### src/rtl/spi_pkg.sv
// Shared definitions for the SPI master control unit and its serial clock generator.
package spi_pkg;

   typedef enum logic [1:0] {
      IDLE  = 2'b00,
      LOAD  = 2'b01,
      SHIFT = 2'b10,
      DONE  = 2'b11
   } spi_state_t;

   // Mode 0: sclk idles low, data sampled on the rising edge.
   localparam logic SPI_CPOL = 1'b0;
   localparam logic SPI_CPHA = 1'b0;

   localparam int unsigned SPI_DATA_WIDTH = 16;
   localparam int unsigned SPI_CLK_DIV    = 4;

endpackage

### src/rtl/spi_sclk_gen.sv
// Serial clock generator: divides clk by 2*CLK_DIV while run is high and
// flags the clk edge on which sclk will rise or fall.
module spi_sclk_gen
   import spi_pkg::*;
#(
   parameter int unsigned CLK_DIV = SPI_CLK_DIV
) (
   input  logic clk,
   input  logic rst,
   input  logic run,
   input  logic clear,
   output logic sclk,
   output logic rise_next,
   output logic fall_next
);

   localparam int unsigned DIV_W = (CLK_DIV > 1) ? $clog2(CLK_DIV) : 1;
   localparam logic [DIV_W-1:0] DIV_MAX = DIV_W'(CLK_DIV - 1);

   logic [DIV_W-1:0] div_cnt;
   logic             sclk_q;
   logic             wrap;

   always_comb begin
      wrap      = run && (div_cnt == DIV_MAX);
      rise_next = wrap && !sclk_q;
      fall_next = wrap && sclk_q;
      sclk      = sclk_q;
   end

   always_ff @(posedge clk) begin
      if (rst || clear) begin
         div_cnt <= '0;
         sclk_q  <= SPI_CPOL;
      end else if (run) begin
         if (wrap) begin
            div_cnt <= '0;
            sclk_q  <= ~sclk_q;
         end else begin
            div_cnt <= div_cnt + DIV_W'(1);
         end
      end
   end

endmodule

### src/rtl/spi_cu.sv
// SPI master control unit (mode 0, MSB first): sequences load, shift and done
// strobes for the datapath and drives sclk / ss_n.
module spi_cu
   import spi_pkg::*;
#(
   parameter int unsigned DATA_WIDTH = SPI_DATA_WIDTH,
   parameter int unsigned CLK_DIV    = SPI_CLK_DIV
) (
   input  logic clk,
   input  logic rst,
   input  logic en,
   output logic busy,
   output logic done,
   output logic i_load,
   output logic i_en,
   output logic tbuf_mosi_oe,
   output logic sclk,
   output logic ss_n
);

   localparam int unsigned BIT_W = $clog2(DATA_WIDTH + 1);
   localparam logic [BIT_W-1:0] BIT_LAST = BIT_W'(DATA_WIDTH);

   spi_state_t       state_q;
   spi_state_t       state_d;
   logic [BIT_W-1:0] bit_cnt;
   logic             gen_run;
   logic             gen_clear;
   logic             rise_next;
   logic             fall_next;

   spi_sclk_gen #(
      .CLK_DIV (CLK_DIV)
   ) u_sclk_gen (
      .clk       (clk),
      .rst       (rst),
      .run       (gen_run),
      .clear     (gen_clear),
      .sclk      (sclk),
      .rise_next (rise_next),
      .fall_next (fall_next)
   );

   always_ff @(posedge clk) begin
      if (rst) begin
         state_q <= IDLE;
      end else begin
         state_q <= state_d;
      end
   end

   // Counts rising sclk edges; i_en marks exactly those edges.
   always_ff @(posedge clk) begin
      if (rst || (state_q == LOAD)) begin
         bit_cnt <= '0;
      end else if (i_en) begin
         bit_cnt <= bit_cnt + BIT_W'(1);
      end
   end

   always_comb begin
      state_d      = state_q;
      gen_run      = 1'b0;
      gen_clear    = 1'b0;
      busy         = 1'b0;
      done         = 1'b0;
      i_load       = 1'b0;
      i_en         = 1'b0;
      tbuf_mosi_oe = 1'b0;
      ss_n         = 1'b1;
      unique case (state_q)
         IDLE: begin
            if (en) begin
               state_d = LOAD;
            end
         end
         LOAD: begin
            i_load    = 1'b1;
            busy      = 1'b1;
            ss_n      = 1'b0;
            gen_clear = 1'b1;
            state_d   = SHIFT;
         end
         SHIFT: begin
            busy         = 1'b1;
            ss_n         = 1'b0;
            tbuf_mosi_oe = 1'b1;
            gen_run      = 1'b1;
            i_en         = rise_next;
            if (fall_next && (bit_cnt == BIT_LAST)) begin
               state_d = DONE;
            end
         end
         DONE: begin
            done         = 1'b1;
            busy         = 1'b1;
            ss_n         = 1'b0;
            tbuf_mosi_oe = 1'b1;
            state_d      = IDLE;
         end
         default: begin
            state_d = IDLE;
         end
      endcase
   end

endmodule

### config.mk
export PLATFORM = sky130hd
export DESIGN_NAME = spi_cu
export DESIGN_NICKNAME = d
export VERILOG_FILES = /design/src/rtl/spi_pkg.sv /design/src/rtl/spi_sclk_gen.sv /design/src/rtl/spi_cu.sv
export SDC_FILE = /design/constraint.sdc
export NUM_CORES = 1
export LEC_CHECK = 0
export CAP_MARGIN = 20
export CORE_AREA = 2 2 39 41
export CTS_BUF_LIST = sky130_fd_sc_hd__clkbuf_4 sky130_fd_sc_hd__clkbuf_8 sky130_fd_sc_hd__clkbuf_16
export CTS_CLUSTER_SIZE = 28
export DETAILED_ROUTE_END_ITERATION = 12
export DIE_AREA = 0 0 41 43
export PLACE_DENSITY = 0.78
export SYNTH_ARGS = -nofsm -noshare
export SYNTH_HDL_FRONTEND = slang
export SYNTH_HIERARCHICAL = 1
export SYNTH_SLANG_ARGS = --single-unit
export TNS_END_PERCENT = 10
### constraint.sdc
create_clock -name clk -period 2.2 [get_ports clk]
set_clock_uncertainty 0.1 [all_clocks]
set_input_delay 0.55 -clock clk [delete_from_list [all_inputs] [get_ports clk]]
set_output_delay 0.55 -clock clk [all_outputs]
set_load 0.01 [all_outputs]
======== Word-level counts from Yosys, hierarchy flattened ========
Cells that the tools add are included.
Widths: inputs -> output; s select.
storage, ports and cells
  register bits after elaboration ......... 10
  input bits .............................. 3
  output and inout bits ................... 7
  word-level logic and storage cells ...... 37
cells by class
  $add $sub $neg .......................... 2
  equal/unequal tests ..................... 7
  mux-type cells .......................... 11
  bitwise gates (word level) .............. 1
  reductions and logical operators ........ 12
operators by type and width
  kind                 count
  $pmux 2 s4           1
  $mux 1               7
  $eq 2x2->1 const B   3
  $mux 2               3
  $add 5x1->5 const B  1
  $eq 5x5->1 const B   1
  $logic_and 1x1->1    4
  $ne 2x2->1 const B   2
  $reduce_and 2->1     2
  $reduce_or 3->1      1
  $add 2x1->2 const B  1
  $eq 2x1->1 const B   1
  $logic_not 2->1      1
  $logic_or 1x1->1     2
  $reduce_or 2->1      1
  $logic_not 1->1      1
  $not 1->1            1

======== Logic depth before layout (Yosys ltp) ========
  depth after elaboration ................. 7
  depth in mapped cells ................... 9
  gate-level depth less buffers ........... 8

======== Hierarchy ========
Netlist, hierarchy kept.
by module, submodules not included
  module        instances  cells an instance  area each (µm²)  sequential area each (µm²)
  spi_cu        1          45                 407.9            140.1
  spi_sclk_gen  1          15                 148.9            60.1

======== Worst setup path after synthesis ========
Ideal clock, no wire load.
  path kind ............................... reg-to-output
  from .................................... reg state_q[0]
  to ...................................... out i_en
  data arrival time ....................... 1107 ps
  required time ........................... 1550 ps
  setup slack ............................. 443 ps
  stages on the path, launching flop included .. 7
  buffers on the path ..................... 1
  cell sequence ........................... dfxtp_1 -> inv_1 -> ha_1 -> nand3b_1 -> inv_1 -> and2_1 -> buf_6
between the ends
  cells in the longest elaborated chain, start to end .. 5
RTL lines
  element                 RTL line            source
  from (decl)             spi_cu.sv:24        spi_state_t state_q;
  from (signal assigned)  spi_cu.sv:48        state_q <= state_d;
  $eq 2x2->1              spi_cu.sv:71        unique case (state_q)
  $mux 1                  spi_cu.sv:71
  via gen_run             spi_cu.sv:27        logic gen_run;
  $logic_and 1x1->1       spi_sclk_gen.sv:25  wrap = run && (div_cnt == DIV_MAX);
  $logic_and 1x1->1       spi_sclk_gen.sv:26  rise_next = wrap && !sclk_q;
  via rise_next           spi_cu.sv:29        logic rise_next;
  $mux 1                  spi_cu.sv:71
  to (decl)               spi_cu.sv:15        output logic i_en,
The timed path passes the listed nets, and every way through them passes these cells.

======== Worst setup path in the final report ========
  from .................................... reg state_q[1]
  to ...................................... out busy
between the ends
  cells in the longest elaborated chain, start to end .. 3
  elaborated cells on any way between the ends .. 5
  classes of those cells .................. 3 x eq/ne; 1 x mux; 1 x reduce/logical
RTL lines
  element                                   RTL line      source
  $eq 2x1->1 or $eq 2x2->1 (tied branches)  spi_cu.sv:71
  $reduce_or 3->1 (no source line) (*)      --
  $mux 1 (*)                                spi_cu.sv:71
  to (decl)                                 spi_cu.sv:12  output logic busy,
Every way passes the cells marked *; elsewhere a longest branch is shown, timed or not.

==> results.py <==
metrics = {
    "critical_path": {
        "rr_startpoint": "state_q[0]",
        "worstPathRequired_ns": 1.55,
        "cp_max_fo": 4,
        "worstPathArrival_ns": 1.47,
        "path_class": "reg -> out",
        "crit_slowest_cell": "clkdlybuf4s50_1",
        "rrSetupSlack_ns": 0.58,
        "crit_chain": "inv_1, ha_2, inv_1, clkdlybuf4s50_1",
        "path_buf_inv": 3,
        "cpPeakStageDelay_ns": 0.52,
        "worstReg2RegEnd": "bit_cnt[4]",
        "crit_family": "buffers and inverters",
        "cp_common_cell": "inv_1",
        "startpoint_type": "flip-flop",
        "end_kind": "output pin",
        "reg2reg_depth": 9,
    },
    "place": {
        "hpwl_um": 801,
        "gp_congestion": 0.730,
        "postPlaceCellArea_um2": 678,
        "port_buffers": 9,
    },
    "timing": {
        "slew_headroom": 0.789,
        "tns_ns": 0,
        "fin_crit_sh": 0.965,
        "fin_hold_ws_ns": 0.407,
        "slew_viol_final": 0,
        "period_minus_slack_ns": 2.12,
        "grt_setup_unrepaired": "no",
        "hold_viol_final": 0,
        "timing.fmax_mhz": 471,
        "setup_viol": 0,
        "tightest_slew_ns": 0.316,
    },
    "route": {
        "drcViolationCount": 0,
        "vias": 449,
        "drtIter0Drc": 12,
        "vias_per_cell": 4.99,
        "wirelength_um": 1090,
        "ant_nets": 0,
        "wire_per_inst_um": 12.1,
        "drt-pass1-iter-count": 4,
    },
    "clocking": {
        "clkLatencyLatePin_ns": 0.26,
        "htree_num_levels": 1,
        "postCtsSetupRepairBufs": 0,
        "numCtsBuffers": 3,
        "cts_tree": "yes",
        "cts_root_buf": "clkbuf_4",
        "clock_sink_count": 10,
        "path_clk_slew_ns": 0.06,
        "clk_path_buf_depth": 2,
    },
    "yosys": {
        "synth_mux_area_frac": 0.0539,
        "synthCells": 60,
        "synth_area_um2": 557,
        "synth_nets": 70,
        "yosys.area_share.simple": 0.240,
        "synth_seq_area_share": 0.360,
        "yosys_warnings": 6,
        "ys_types": 23,
        "synthAdderAreaFrac": 0.157,
        "synth_compound_area_frac": 0.0652,
        "synth-seq-cells": 10,
        "synth-xor-area-share": 0.0629,
        "syn_avg_cell_area_um2": 9.28,
        "synth_top_family_by_area": "simple AND/OR/NAND/NOR gates",
    },
    "min_path": {
        "hold_depth": 2,
        "min_to": "u_sclk_gen/div_cnt[1]",
        "hold_path_class": "reg -> reg",
        "holdCritStartpoint": "u_sclk_gen/div_cnt[1]",
    },
    "layout": {
        "drive_gt1_frac": 0.203,
        "fin_util": 0.517,
        "final_common_cell": "dfxtp_1",
        "syn_to_final_growth_pct": 28.5,
        "final_cell_mix": "8 x dfxtp_1, 7 x clkdlybuf4s50_1, 5 x inv_1, 5 x nor3_1, 5 x ha_1",
        "nFillCells": 133,
        "fin_area_um2": 716,
        "antenna_cells": 0,
        "fin_nets": 86,
    },
    "die": {
        "coreArea_mm2": 0.00138,
        "die_area_mm2": 0.00176,
        "die_y_um": 43,
        "rows": 14,
        "dieWidth_um": 41,
        "initial_core_util": 0.402,
        "num_io_pins": 10,
    },
    "power_and_ir_drop": {
        "sw_frac_of_total": 0.340,
        "internal-power_w": 0.000407,
        "irDropWorstVdd_mv": 0.523,
        "powerDensity_mw_per_mm2": 862,
        "combinationalPowerShare": 0.442,
        "power_w": 0.000617,
        "p_clk_frac": 0.198,
        "p_leak_nw": 0.307,
        "power_frac_seq": 0.359,
        "p_sw_w": 0.000210,
    },
    "global_route": {
        "grt_max_degree": 10,
        "grt_overflow": 0,
        "antenna_found_initial": 0,
        "grt_use_total": 0.155,
        "grt_pass1_wl_um": 1800,
        "first_global_vias": 432,
    },
    "flow_run": {
        "maxCapViolCount": 0,
    },
    "run_status": {
        "run_status": "completed",
    },
}
## what timing repair did
action,in CTS,in global routing
resized for setup,5,3
pin swaps,0,0
setup endpoints to repair,3,2
hold buffers,0,0
## flip-flops by register name, indices dropped and copies added, names as in the netlist
register / flops
bit_cnt: 5
state_q: 2
u_sclk_gen/div_cnt: 2
u_sclk_gen/sclk: 1
## per-layer routing
metal	routed length (um)	track usage	vias to the layer above
li1	-	-	232
met1	450	0.176	209
met2	590	0.238	5
met3	24	0.0471	3
met4	21	0.100	0
met5	0	0	-
## cells in the mapped netlist
master     n  share of area
nor2b_1    1          0.011
nor2_1     4          0.027
nand3b_1   1          0.013
nor3_1     5          0.045
and2_1     1          0.011
nor3b_1    1          0.013
dfxtp_1   10           0.36
nand4_1    2          0.022
ha_1       7           0.16
inv_1      6          0.040
mux2i_1    3          0.054
or3b_1     1          0.016
xor2_1     3          0.047
buf_6      1          0.020
nand2b_1   3          0.034
a21bo_2    1          0.018
xnor2_1    1          0.016
and3_1     1          0.011
a211oi_1   1          0.013
or2_2      2          0.022
nand2_1    2          0.013
a21oi_1    2          0.018
a21oi_2    1          0.016
## logic make-up (layout without fill, tap and decap cells)
| kind of cell | after synthesis | in the layout |
|---|---|---|
| XOR/XNOR | 4 | 4 |
| AO/OA/AOI/OAI | 5 | 5 |
| flip-flops | 10 | 10 |
| AND/OR/NAND/NOR | 24 | 24 |
| adder cells (fa/ha/maj) | 7 | 7 |
| multiplexers | 3 | 3 |
| buffers and inverters | 7 | 21 |
## power by group through the flow
stage	registers (W)	logic, W	clock network (W)
after floorplan	0.000215	0.000145	0
after global placement	0.000217	0.000261	0
after detailed placement	0.000219	0.000264	0
after CTS	0.000218	0.000262	0.000130
after global routing	0.000224	0.000299	0.000133
final	0.000222	0.000273	0.000122
## worst max-delay path by stage
| stage | startpoint | end | slack [ns] | cells past startpoint |
|---|---|---|---|---|
| floorplan | state_q[0] | i_en | 0.44 | 6 |
| global route | state_q[1] | busy | 0.006 | 4 |
| global placement | state_q[0] | i_en | 0.1 | 6 |
| CTS | state_q[0] | busy | 0.03 | 4 |
| detailed placement | state_q[0] | i_en | 0.06 | 6 |
| finish | state_q[1] | busy | 0.08 | 4 |
## worst register-to-register path: cells and delay by family (launching register included)
family | cells | cell delay [ns]
flops | 1 | 0.34
buf+inv | 3 | 0.30
fa+ha+maj | 1 | 0.16
xor+xnor | 1 | 0.16
simple gates | 4 | 0.48
## stage by stage
step           std cells  setup WS [ns]
2_1_floorplan         60          0.443
6_report              90         0.0766
3_3_place_gp          87         0.0993
4_1_cts               90         0.0308
5_1_grt               90        0.00594
3_5_place_dp          87         0.0578
## cell type report
cell class	count	area, um^2	share of cell area
Timing Repair Buffer	12	110	0.154
Sequential cell	10	203	0.283
Multi-Input combinational cell	43	338	0.472
Clock buffer	3	22.5	0.0315
Tap cell	16	20.0	0.0280
Inverter	6	22.5	0.0315
No activity file was read; power rests on OpenSTA's default activity.
